--- src/rtl/om_est_pkg.sv ---
// Shared types and defaults for the omega-estimation sample path.
package om_est_pkg;

    localparam int ADDR_WIDTH_DEF = 10;
    localparam int DATA_WIDTH_DEF = 12;
    // Pair count needs one extra bit so that lag=0 (P = N) is representable.
    localparam int PCNT_WIDTH_DEF = ADDR_WIDTH_DEF + 1;

    typedef enum logic [1:0] {
        ST_IDLE    = 2'd0,
        ST_CAPTURE = 2'd1,
        ST_READ    = 2'd2,
        ST_DRAIN   = 2'd3
    } state_e;

    function automatic int pcnt_width(input int addr_width);
        return addr_width + 1;
    endfunction

endpackage

--- src/rtl/rd_pair_stage.sv ---
// Two-stage read pipeline: p1 (RAM address registered, data on ram_dout_*)
// followed by the m_* output registers.
//
// Handshake: a pair transfers on a cycle where m_valid && m_ready. m_valid,
// once high, stays high and m_data_*/m_last stay stable until that transfer.
// adv = !m_valid || m_ready: the whole pipe moves only when the output
// register is empty or being emptied this cycle.
module rd_pair_stage
    import om_est_pkg::*;
#(
    parameter int DATA_WIDTH = DATA_WIDTH_DEF
) (
    input  logic                  clk,
    input  logic                  rst_n,
    input  logic                  issue,
    input  logic                  issue_last,
    input  logic [DATA_WIDTH-1:0] ram_dout_a,
    input  logic [DATA_WIDTH-1:0] ram_dout_b,
    input  logic                  m_ready,
    output logic                  adv,
    output logic                  m_valid,
    output logic [DATA_WIDTH-1:0] m_data_a,
    output logic [DATA_WIDTH-1:0] m_data_b,
    output logic                  m_last
);

    logic                  p1_valid_q, p1_valid_d;
    logic                  p1_last_q,  p1_last_d;
    logic                  m_valid_q,  m_valid_d;
    logic                  m_last_q,   m_last_d;
    logic [DATA_WIDTH-1:0] m_data_a_q, m_data_a_d;
    logic [DATA_WIDTH-1:0] m_data_b_q, m_data_b_d;

    assign adv = !m_valid_q || m_ready;

    // Advance p1 -> out and accept a new issue into p1, or hold everything.
    always_comb begin
        p1_valid_d = p1_valid_q;
        p1_last_d  = p1_last_q;
        m_valid_d  = m_valid_q;
        m_last_d   = m_last_q;
        m_data_a_d = m_data_a_q;
        m_data_b_d = m_data_b_q;
        if (adv) begin
            m_valid_d = p1_valid_q;
            m_last_d  = p1_last_q;
            // Data only moves with a real beat, so idle outputs stay quiet.
            if (p1_valid_q) begin
                m_data_a_d = ram_dout_a;
                m_data_b_d = ram_dout_b;
            end
            p1_valid_d = issue;
            p1_last_d  = issue && issue_last;
        end
    end

    // Pipeline registers with synchronous active-low reset.
    always_ff @(posedge clk) begin
        if (!rst_n) begin
            p1_valid_q <= 1'b0;
            p1_last_q  <= 1'b0;
            m_valid_q  <= 1'b0;
            m_last_q   <= 1'b0;
            m_data_a_q <= '0;
            m_data_b_q <= '0;
        end else begin
            p1_valid_q <= p1_valid_d;
            p1_last_q  <= p1_last_d;
            m_valid_q  <= m_valid_d;
            m_last_q   <= m_last_d;
            m_data_a_q <= m_data_a_d;
            m_data_b_q <= m_data_b_d;
        end
    end

    assign m_valid  = m_valid_q;
    assign m_data_a = m_data_a_q;
    assign m_data_b = m_data_b_q;
    assign m_last   = m_last_q;

endmodule

--- src/rtl/input_ram_ctrl.sv ---
// Sample RAM sequencer: captures one frame of N = 2**ADDR_WIDTH samples, then
// replays it as (x[k], x[k+lag]) pairs for the lag correlator.
//
// Handshakes: input samples transfer on s_valid && s_ready; output pairs
// transfer on m_valid && m_ready, with m_valid/m_data_*/m_last held stable
// until accepted.
module input_ram_ctrl
    import om_est_pkg::*;
#(
    parameter int ADDR_WIDTH = ADDR_WIDTH_DEF,
    parameter int DATA_WIDTH = DATA_WIDTH_DEF
) (
    input  logic                  clk,
    input  logic                  rst_n,
    input  logic                  start,
    input  logic [ADDR_WIDTH-1:0] lag,
    input  logic                  s_valid,
    input  logic [DATA_WIDTH-1:0] s_data,
    output logic                  s_ready,
    output logic                  ram_we,
    output logic [ADDR_WIDTH-1:0] ram_addr_a,
    output logic [ADDR_WIDTH-1:0] ram_addr_b,
    output logic [DATA_WIDTH-1:0] ram_din_a,
    input  logic [DATA_WIDTH-1:0] ram_dout_a,
    input  logic [DATA_WIDTH-1:0] ram_dout_b,
    output logic                  m_valid,
    output logic [DATA_WIDTH-1:0] m_data_a,
    output logic [DATA_WIDTH-1:0] m_data_b,
    output logic                  m_last,
    input  logic                  m_ready,
    output logic                  busy,
    output logic                  done,
    output state_e                dbg_state
);

    localparam int PW = pcnt_width(ADDR_WIDTH);
    localparam logic [ADDR_WIDTH-1:0] IDX_LAST = '1;

    state_e                state_q,  state_d;
    logic [ADDR_WIDTH-1:0] wr_idx_q, wr_idx_d;
    logic [ADDR_WIDTH-1:0] rd_idx_q, rd_idx_d;
    logic [ADDR_WIDTH-1:0] p1_idx_q, p1_idx_d;
    logic [ADDR_WIDTH-1:0] lag_q,    lag_d;
    logic                  done_q,   done_d;

    logic [PW-1:0]         pair_cnt;
    logic [PW-1:0]         last_idx;
    logic                  issue;
    logic                  issue_last;
    logic                  adv;
    logic [ADDR_WIDTH-1:0] rd_sel;

    // P = N - lag; lag=0 gives the full frame (power mode).
    assign pair_cnt   = (PW'(1) << ADDR_WIDTH) - PW'(lag_q);
    assign last_idx   = pair_cnt - PW'(1);
    assign issue      = (state_q == ST_READ);
    assign issue_last = (PW'(rd_idx_q) == last_idx);

    // Next-state, counters and lag latch.
    always_comb begin
        state_d  = state_q;
        wr_idx_d = wr_idx_q;
        rd_idx_d = rd_idx_q;
        p1_idx_d = p1_idx_q;
        lag_d    = lag_q;
        done_d   = 1'b0;
        case (state_q)
            ST_IDLE: begin
                if (start) begin
                    lag_d    = lag;
                    wr_idx_d = '0;
                    state_d  = ST_CAPTURE;
                end
            end
            ST_CAPTURE: begin
                if (s_valid) begin
                    wr_idx_d = wr_idx_q + ADDR_WIDTH'(1);
                    if (wr_idx_q == IDX_LAST) begin
                        rd_idx_d = '0;
                        state_d  = ST_READ;
                    end
                end
            end
            ST_READ: begin
                if (adv) begin
                    p1_idx_d = rd_idx_q;
                    rd_idx_d = rd_idx_q + ADDR_WIDTH'(1);
                    if (issue_last) begin
                        state_d = ST_DRAIN;
                    end
                end
            end
            ST_DRAIN: begin
                if (m_valid && m_last && m_ready) begin
                    done_d  = 1'b1;
                    state_d = ST_IDLE;
                end
            end
            default: state_d = ST_IDLE;
        endcase
    end

    // State and counter registers; RAM contents are not affected by reset.
    always_ff @(posedge clk) begin
        if (!rst_n) begin
            state_q  <= ST_IDLE;
            wr_idx_q <= '0;
            rd_idx_q <= '0;
            p1_idx_q <= '0;
            lag_q    <= '0;
            done_q   <= 1'b0;
        end else begin
            state_q  <= state_d;
            wr_idx_q <= wr_idx_d;
            rd_idx_q <= rd_idx_d;
            p1_idx_q <= p1_idx_d;
            lag_q    <= lag_d;
            done_q   <= done_d;
        end
    end

    // While the pipe is stalled the RAM is re-pointed at the index already
    // sitting in p1, so the re-registered read returns the same data rather
    // than the next (not yet issued) sample.
    assign rd_sel     = adv ? rd_idx_q : p1_idx_q;
    assign ram_addr_a = (state_q == ST_CAPTURE) ? wr_idx_q : rd_sel;
    assign ram_addr_b = rd_sel + lag_q;

    assign s_ready   = (state_q == ST_CAPTURE);
    assign ram_we    = s_ready && s_valid;
    assign ram_din_a = s_ready ? s_data : '0;
    assign busy      = (state_q != ST_IDLE);
    assign done      = done_q;
    assign dbg_state = state_q;

    rd_pair_stage #(
        .DATA_WIDTH (DATA_WIDTH)
    ) u_rd_pair_stage (
        .clk        (clk),
        .rst_n      (rst_n),
        .issue      (issue),
        .issue_last (issue_last),
        .ram_dout_a (ram_dout_a),
        .ram_dout_b (ram_dout_b),
        .m_ready    (m_ready),
        .adv        (adv),
        .m_valid    (m_valid),
        .m_data_a   (m_data_a),
        .m_data_b   (m_data_b),
        .m_last     (m_last)
    );

endmodule

--- config.mk ---
export PLATFORM = sky130hd
export DESIGN_NAME = input_ram_ctrl
export DESIGN_NICKNAME = d
export VERILOG_FILES = /design/src/rtl/om_est_pkg.sv /design/src/rtl/rd_pair_stage.sv /design/src/rtl/input_ram_ctrl.sv
export SDC_FILE = /design/constraint.sdc
export NUM_CORES = 1
export LEC_CHECK = 0
export CAP_MARGIN = 20
export CELL_PAD_IN_SITES_DETAIL_PLACEMENT = 0
export CELL_PAD_IN_SITES_GLOBAL_PLACEMENT = 1
export CORE_MARGIN = 2
export CORE_UTILIZATION = 38
export CTS_BUF_LIST = sky130_fd_sc_hd__clkbuf_4
export DETAILED_ROUTE_END_ITERATION = 8
export PLACE_DENSITY_LB_ADDON = 0.1
export RECOVER_POWER = 25
export SKIP_CTS_REPAIR_TIMING = 1
export SLEW_MARGIN = 20
export SYNTH_ARGS = -nofsm -noshare
export SYNTH_HDL_FRONTEND = slang
export SYNTH_SLANG_ARGS = --single-unit
--- constraint.sdc ---
create_clock -name clk -period 4.42 [get_ports clk]
set_input_delay 0.663 -clock clk [delete_from_list [all_inputs] [get_ports clk]]
set_output_delay 0.663 -clock clk [all_outputs]
set_load 0.01 [all_outputs]
After elaboration in Yosys (flattened, before gate mapping)

Index checks and enable logic that the tools add are counted.

Output and inout port bits: 64
Register bits after elaboration: 71
Logic and storage cells: 62
Input bits: 51

Equal/unequal tests: 11
Add/sub/neg operators: 5
Reduce and logical (&&, ||, !) cells: 16
Mux-type cells: 18

Operators with widths:

| cell                                                   | count |
|---|---|
| two-way mux 10 bit                                     | 7 |
| one-hot mux 10 bit (2 select lines)                    | 2 |
| adder 10 x 1 -> 10 bit (second input constant)         | 2 |
| two-way mux 12 bit                                     | 1 |
| two-way mux 2 bit                                      | 6 |
| equality test 10 x 11 -> 1 bit                         | 1 |
| subtractor 11 x 1 -> 11 bit (second input constant)    | 1 |
| subtractor 11 x 10 -> 11 bit (first input constant)    | 1 |
| adder 10 bit                                           | 1 |
| equality test 10 bit (second input constant)           | 1 |
| inequality test 2 bit (second input constant)          | 5 |
| one-hot mux 2 bit (4 select lines)                     | 1 |
| AND reduction 2 bit                                    | 3 |
| AND reduction 6 bit                                    | 1 |
| nonzero test 2 bit                                     | 3 |
| equality test 2 bit (second input constant)            | 2 |
| logical AND 1 bit                                      | 4 |
| AND reduction 4 bit                                    | 1 |
| AND reduction 3 bit                                    | 1 |
| equality test 2 x 1 -> 1 bit (second input constant)   | 1 |
| logical NOT 2 bit                                      | 1 |
| inequality test 2 x 1 -> 1 bit (second input constant) | 1 |
| logical NOT 1 bit                                      | 1 |
| logical OR 1 bit                                       | 1 |
| two-way mux 1 bit                                      | 1 |

Logic depth before layout (Yosys ltp)

Gate-level depths: netlist of run 1.

Word-level depth: 6
Depth in mapped cells: 13
Mapped depth without buffers: 12

Modules after synthesis

From an unflattened synthesis of run 1, not the netlist that was laid out.

Cell total of the unflattened synthesis: 441
Area total of the unflattened synthesis: 3911.3 um^2

Modules (own cells, without submodules):

| module         | area each (um^2) | instances | cells each | seq. area each (um^2) |
|---|---|---|---|---|
| input_ram_ctrl | 2765.2           | 1         | 320        | 860.8 |
| rd_pair_stage  | 1146.1           | 1         | 121        | 560.5 |

Worst setup path before layout of run 1

No wires, ideal clock.

Path kind: in2out
Start point: input m_ready
End point: output ram_addr_b[8]
Cell stages on the path: 13
Buffers on the path: 1
Data required time: 3.757 ns
Path slack: 1.128 ns
Data arrival time: 2.629 ns
Path through: nor2b_1 clkbuf_1 nand2_1 nand2_1 ha_1 inv_1 fa_1 nor2b_1 o21a_1 o21ai_0 nand2b_1 a311oi_1 xnor2_1

Cells in the longest elaborated chain, start to end: 3

Ends and longest elaborated chain:

| element            | RTL line              | source |
|---|---|---|
| start, declared    | input_ram_ctrl.sv:30  | `input logic m_ready,` |
| logical OR 1 bit   | rd_pair_stage.sv:34   | `assign adv = !m_valid_q \|\| m_ready;` |
| two-way mux 10 bit | --                    |  |
| via rd_sel[0]      | input_ram_ctrl.sv:51  | `logic [ADDR_WIDTH-1:0] rd_sel;` |
| adder 10 bit       | input_ram_ctrl.sv:127 | `assign ram_addr_b = rd_sel + lag_q;` |
| end, declared      | input_ram_ctrl.sv:22  | `output logic [ADDR_WIDTH-1:0] ram_addr_b,` |

The timed path passes the listed nets, and every way through them passes these cells.

Worst setup path after layout of run 1

Start point: input m_ready
End point: output ram_addr_b[9]

Same word-level chain as after synthesis.

==> flow_summary.yaml, run 1 <==
cts:
  cts-root-buf: "clkbuf_4"
  clk_latency_ns: 0.43
  cts_tree: "done"
  cts_buffers: 9
  ctsHtreeMaxLevel: 3
  cts_sinks: 71
  clkTransAtPathRegs_ns: 0.11
  clk_path_buf_depth: 2
yosys:
  ys_seq_elements: 71
  synth_seq_area_share_pct: 37.34
  yosysTopAreaCellShare_pct: 37.34
  netlist_area_um2: 3806
  yosys.area.top_type: "dfxtp_1"
  syn_nets: 534
  syn_inst: 466
  avgSynthCellArea_um2: 8.168
  synth_top_flop_cell: "dfxtp_1"
  synth_area_leaders: "dfxtp_1 37%, nand2_1 13%, a21boi_0 9.3%"
  synth_warnings: 0
  synth_edf_count: 0
  yosys.cell_types.count: 49
  synthArstFlopShare_pct: 0
critical_path:
  worstPathRequired_ns: 3.76
  rr_endpoint: "wr_idx_q[9]"
  crit_arrival_ns: 3.61
  path_class: "input port to output port"
  end_kind: "output port"
  cp-start-kind: "input port"
  reg2reg_from: "dbg_state[1]"
  cp_max_fo: 7
  crit_start: "m_ready"
  reg2reg_depth: 8
  reg2reg_setup_slack_ns: 1.74
  endpoint: "ram_addr_b[9]"
route:
  wl_per_cell_um: 13.83
  drt_iter0_drc: 151
  drt_wl_total_mm: 9.900
  firstDrtPassIters: 4
  via_per_inst: 4.824
  num_vias: 3454
  route.detailed.drc: 0
  ant_nets: 0
die:
  die_w_um: 104.1
  die_y_um: 104.1
  die-area_um2: 10830
  initial_core_util_pct: 39.12
  fp.coreArea_um2: 9729
  num_rows: 36
  pin_count: 115
layout:
  nFillCells: 944
  syn_to_final_growth_pct: 37.57
  final_core_util_pct: 53.82
  num_antenna_cells: 0
  nets: 647
  drive_gt1_share_pct: 7.376
  stdcell_count: 716
pwr:
  ir_worst_vdd_mv: 0.1840
  power.leakage_nw: 1.973
  cellPowerDensity_nw_per_um2: 375.1
global_route:
  grt_max_degree: 58
  grt_pass1_vias: 3412
  globalRouteTotalUtil_pct: 18.79
  grt_pass1_wl_mm: 16.55
  antenna_found_initial: 0
  gr-total-overflow: 0
place:
  dp_cells: 696
  place.gp.congestion: 0.8339
  hpwlAfterDp_mm: 7.512
  port_buffers: 114
worst_hold_path:
  hold_path_class: "flop to flop"
  worstHoldStart: "u_rd_pair_stage.m_data_b[1]"
  hold_depth: 2
timing:
  finalMaxSlewViolations: 58
  tns_ns: 0
  fin_crit_ns: 4.271
  finalSetupViolCount: 0
  fin_crit_sh_pct: 96.62
  fmax_ghz: 0.2342
  relSlewSlack_pct: -38.30
  skew_ns: 0.02234
  tightest_slew_ns: 2.075
  hold_viol: 0
  rsz0062_at_grt: "no"
outcome:
  status: "complete, but fails checks"
  violations: "capacitance limit, slew limit"
flow_run:
  maxCapViolations: 1
[through the flow]
step                total power, mW  hold WS (ns)  setup slack [ns]  area, µm²
floorplan                     1.219        0.4428             1.128       3806
global placement              1.555        0.4489            0.2135       5051
detailed placement            1.563        0.4577            0.1569       5051
CTS                           1.987        0.4758            0.1489       5190
global route                  2.094        0.5038           0.01085       5236
finish                        1.964        0.4720            0.1493       5236
[routing by layer]
metal,global-route usage (%),vias to the layer above,part of all wire (%)
met5,0,-,0
met4,5.502,0,1.1
met3,4.950,10,4.5
met2,30.55,84,46
met1,24.52,1583,49
li1,-,1777,-
[sequential cells by signal, summed over array words and instances, names as in the netlist]
register                    flops
u_rd_pair_stage.m_data_a       12
u_rd_pair_stage.m_data_b       12
lag_q                          10
p1_idx_q                       10
rd_idx_q                       10
wr_idx_q                       10
dbg_state                       2
done                            1
u_rd_pair_stage.m_last          1
u_rd_pair_stage.m_valid         1
u_rd_pair_stage.p1_last_q       1
u_rd_pair_stage.p1_valid_q      1
[where the power goes]
| group | internal (mW) | switching (mW) | total, mW |
|---|---|---|---|
| clock network | 0.173 | 0.244 | 0.417 |
| logic | 0.379 | 0.414 | 0.793 |
| registers | 0.697 | 0.0576 | 0.754 |
[placed cells by master (no fill, tap or decap), types with 3 or more instances in the layout]
cell type | netlist | layout
nand2_1 | 134 | 134
clkdlybuf4s50_1 | 0 | 104
dfxtp_1 | 71 | 71
a21boi_0 | 47 | 47
xnor2_1 | 23 | 23
nor2_1 | 22 | 22
and2_1 | 19 | 18
ha_1 | 16 | 16
nand3_1 | 11 | 11
inv_1 | 10 | 10
mux2_2 | 9 | 9
a21oi_1 | 9 | 9
xor2_1 | 9 | 9
clkbuf_4 | 0 | 9
dlygate4sd3_1 | 0 | 9
buf_4 | 2 | 8
nor2b_1 | 7 | 7
o21ai_0 | 8 | 7
o21a_1 | 5 | 5
nand4_1 | 5 | 5
nor4_1 | 3 | 3
and3_1 | 3 | 3
[worst max-delay path, stage by stage]
cell and delay [ns]:
clkdlybuf4s50_1 0.44, or2b_4 0.30, buf_4 0.16, nand2_1 0.06
nand2_1 0.08, ha_1 0.33, o21ai_0 0.27, o2bb2ai_1 0.16
a21oi_1 0.08, a21o_1 0.19, a21oi_1 0.18, xnor2_1 0.14
clkdlybuf4s50_1 0.55
[area by class of cell]
cell class	count	area, µm²	share of cell area [%]
inverters	10	37.54	0.7168
multi-input cells	363	2253	43.03
clock buffers	9	67.56	1.290
well taps	133	166.4	3.178
repair buffers	124	1219	23.27
flip-flops and latches	71	1421	27.14
clock inverters	6	71.32	1.362
[cell families after synthesis]
kind of cell             after synthesis  share of synthesized area (%)
multiplexers                          11                          3.189
flip-flops                            71                          37.34
buffers and inverters                 32                          3.616
XOR/XNOR                              32                          7.364
AND/OR/NAND/NOR                      218                          26.10
AO/OA/AOI/OAI                         85                          16.60
adder cells (fa/ha/maj)               17                          5.786
[cells in the mapped netlist, types with 8 or more instances]
library cell and count:
nor2_1 22, clkbuf_1 19, nand3_1 11, inv_1 10, nand2_1 134, dfxtp_1 71, xnor2_1 23, o21ai_0 8
mux2_2 9, and2_1 19, xor2_1 9, a21oi_1 9, ha_1 16, a21boi_0 47
[worst min path at each step]
stage,to,slack [ns]
2_1_floorplan,p1_idx_q[9],0.44
3_3_place_gp,u_rd_pair_stage.m_data_a[11],0.45
3_5_place_dp,p1_idx_q[0],0.46
4_1_cts,u_rd_pair_stage.m_data_a[0],0.48
5_1_grt,u_rd_pair_stage.m_data_b[6],0.50
6_report,u_rd_pair_stage.m_data_b[1],0.47
Note: power is estimated with default switching activity, not from simulation.
==> inputs of run 2 (changes only) <==
--- a/config.mk
+++ b/config.mk
@@ -12,6 +12,7 @@
 export CORE_UTILIZATION = 38
 export CTS_BUF_LIST = sky130_fd_sc_hd__clkbuf_4
 export DETAILED_ROUTE_END_ITERATION = 8
+export MAX_ROUTING_LAYER = met4
 export PLACE_DENSITY_LB_ADDON = 0.1
 export RECOVER_POWER = 25
 export SKIP_CTS_REPAIR_TIMING = 1
==> flow_summary.yaml, run 2 (synthesis gave the netlist of run 1 again) <==
outcome:
  status: "complete, but fails checks"
  violations: "capacitance limit, slew limit"
critical_path:
  cp_cell_sequence: "clkdlybuf4s50_1 -> or2b_4 -> buf_4 -> nand2_1 -> nand2_1 -> ha_1 -> o21ai_0 -> o2bb2ai_1 -> a21oi_1 -> a21o_1 -> a21oi_1 -> xnor2_1 -> clkdlybuf4s50_1"
  crit_arrival_ns: 3.60
  end_kind: "output port"
  crit_path_top_delay_cell: "clkdlybuf4s50_1"
  worstPathRequired_ns: 3.76
  cp-start-kind: "input port"
  cp_max_fo: 7
  critPathMaxStageDelay_ns: 0.55
  path_class: "input port to output port"
route:
  via_per_inst: 4.844
  num_vias: 3468
  route.detailed.drc: 0
  wl_per_cell_um: 13.86
  firstDrtPassIters: 4
  ant_nets: 0
  drt_wl_total_mm: 9.921
  drt_iter0_drc: 201
die:
  fp.coreArea_um2: 9729
  pin_count: 115
  num_rows: 36
  die_y_um: 104.1
  initial_core_util_pct: 39.12
  die_w_um: 104.1
  die-area_um2: 10830
timing:
  rsz0062_at_grt: "no"
  fin_crit_sh_pct: 96.50
  tightest_slew_ns: 2.101
  fmax_ghz: 0.2345
  relSlewSlack_pct: -40.07
  hold_viol: 0
  timing.hold.ws_ns: 0.4721
  finalMaxSlewViolations: 58
  skew_ns: 0.02127
  finalSetupViolCount: 0
  fin_crit_ns: 4.265
  finalWorstSetupSlack_ns: 0.1548
  tns_ns: 0
pwr:
  cellPowerDensity_nw_per_um2: 374.9
  ir_worst_vdd_mv: 0.1845
  total_power_mw: 1.963
  power.leakage_nw: 1.973
layout:
  final_common_cell: "nand2_1"
  final_core_util_pct: 53.82
  num_antenna_cells: 0
  regArea_um2: 1421
  drive_gt1_share_pct: 7.376
  nFillCells: 944
  mostFrequentLayoutCells: "134 x nand2_1, 104 x clkdlybuf4s50_1, 71 x dfxtp_1"
  multi_input_area_um2: 2253
  nets: 647
  syn_to_final_growth_pct: 37.57
global_route:
  grt_pass1_wl_mm: 16.55
  globalRouteTotalUtil_pct: 19.37
  grt_pass1_vias: 3413
  gr-total-overflow: 0
  antenna_found_initial: 0
  grt_max_degree: 58
flow_run:
  maxCapViolations: 1
place:
  port_buffers: 114
  post-place-ws_ns: 0.1569
  hpwlAfterDp_mm: 7.512
  place.gp.congestion: 0.8467
cts:
  cts_sinks: 71
  cts_buffers: 9
  cts-root-buf: "clkbuf_4"
  clk_latency_ns: 0.43
  clk_path_buf_depth: 2
  clkTransAtPathRegs_ns: 0.11
  ctsHtreeMaxLevel: 3
  cts_tree: "done"
worst_hold_path:
  hold_path_class: "flop to flop"
run 2: routing by layer:
layer  GRT usage (%)  share of wire (%)  up-vias
met3           4.073                5.5        8
met5               -                  0        -
li1                -                  -     1775
met4           6.081               0.97        0
met1           24.90                 48     1593
met2           30.59                 46       92
run 2: per-stage QoR:
stage	cells	instance area (µm²)
6_report	716	5236
3_3_place_gp	696	5051
3_5_place_dp	696	5051
2_1_floorplan	466	3806
4_1_cts	711	5190
5_1_grt	716	5236
run 2: where the power goes:
part           switching, mW  internal [mW]
clock network          0.245          0.173
logic                  0.413          0.379
registers             0.0572          0.697
total                  0.715           1.25
run 2: cell type report:
class                           instances  area share (%)
Clock inverter                          6           1.362
Sequential cell                        71           27.14
Multi-Input combinational cell        363           43.03
Inverter                               10          0.7168
Clock buffer                            9           1.290
Tap cell                              133           3.178
Timing Repair Buffer                  124           23.27
run 2: worst max-delay path: cells and delay by family:
kind / cells / cell delay, ns
xor gates and xnor gates: 1 / 0.14
AOI/OAI and AO/OA: 5 / 0.88
buffers and inverters: 3 / 1.15
adders and majority gates: 1 / 0.32
and+or+nand+nor: 3 / 0.45
run 2: final timing paths:
| path | startpoint | end | slack [ns] | cells after the start |
|---|---|---|---|---|
| min | u_rd_pair_stage.m_data_b[1] | u_rd_pair_stage.m_data_b[1] | 0.47 | 2 |
| max reg2reg | dbg_state[1] | wr_idx_q[9] | 1.74 | 8 |
| min reg2reg | u_rd_pair_stage.m_data_b[1] | u_rd_pair_stage.m_data_b[1] | 0.47 | 2 |
| max | m_ready | ram_addr_b[9] | 0.15 | 13 |
==> inputs of run 3 (changes only) <==
--- a/config.mk
+++ b/config.mk
@@ -12,6 +12,7 @@
 export CORE_UTILIZATION = 38
 export CTS_BUF_LIST = sky130_fd_sc_hd__clkbuf_4
 export DETAILED_ROUTE_END_ITERATION = 8
+export GPL_ROUTABILITY_DRIVEN = 0
 export MAX_ROUTING_LAYER = met4
 export PLACE_DENSITY_LB_ADDON = 0.1
 export RECOVER_POWER = 25
==> results of run 3 <==
No change in the layout: final DEF, timing and power equal those of run 2.
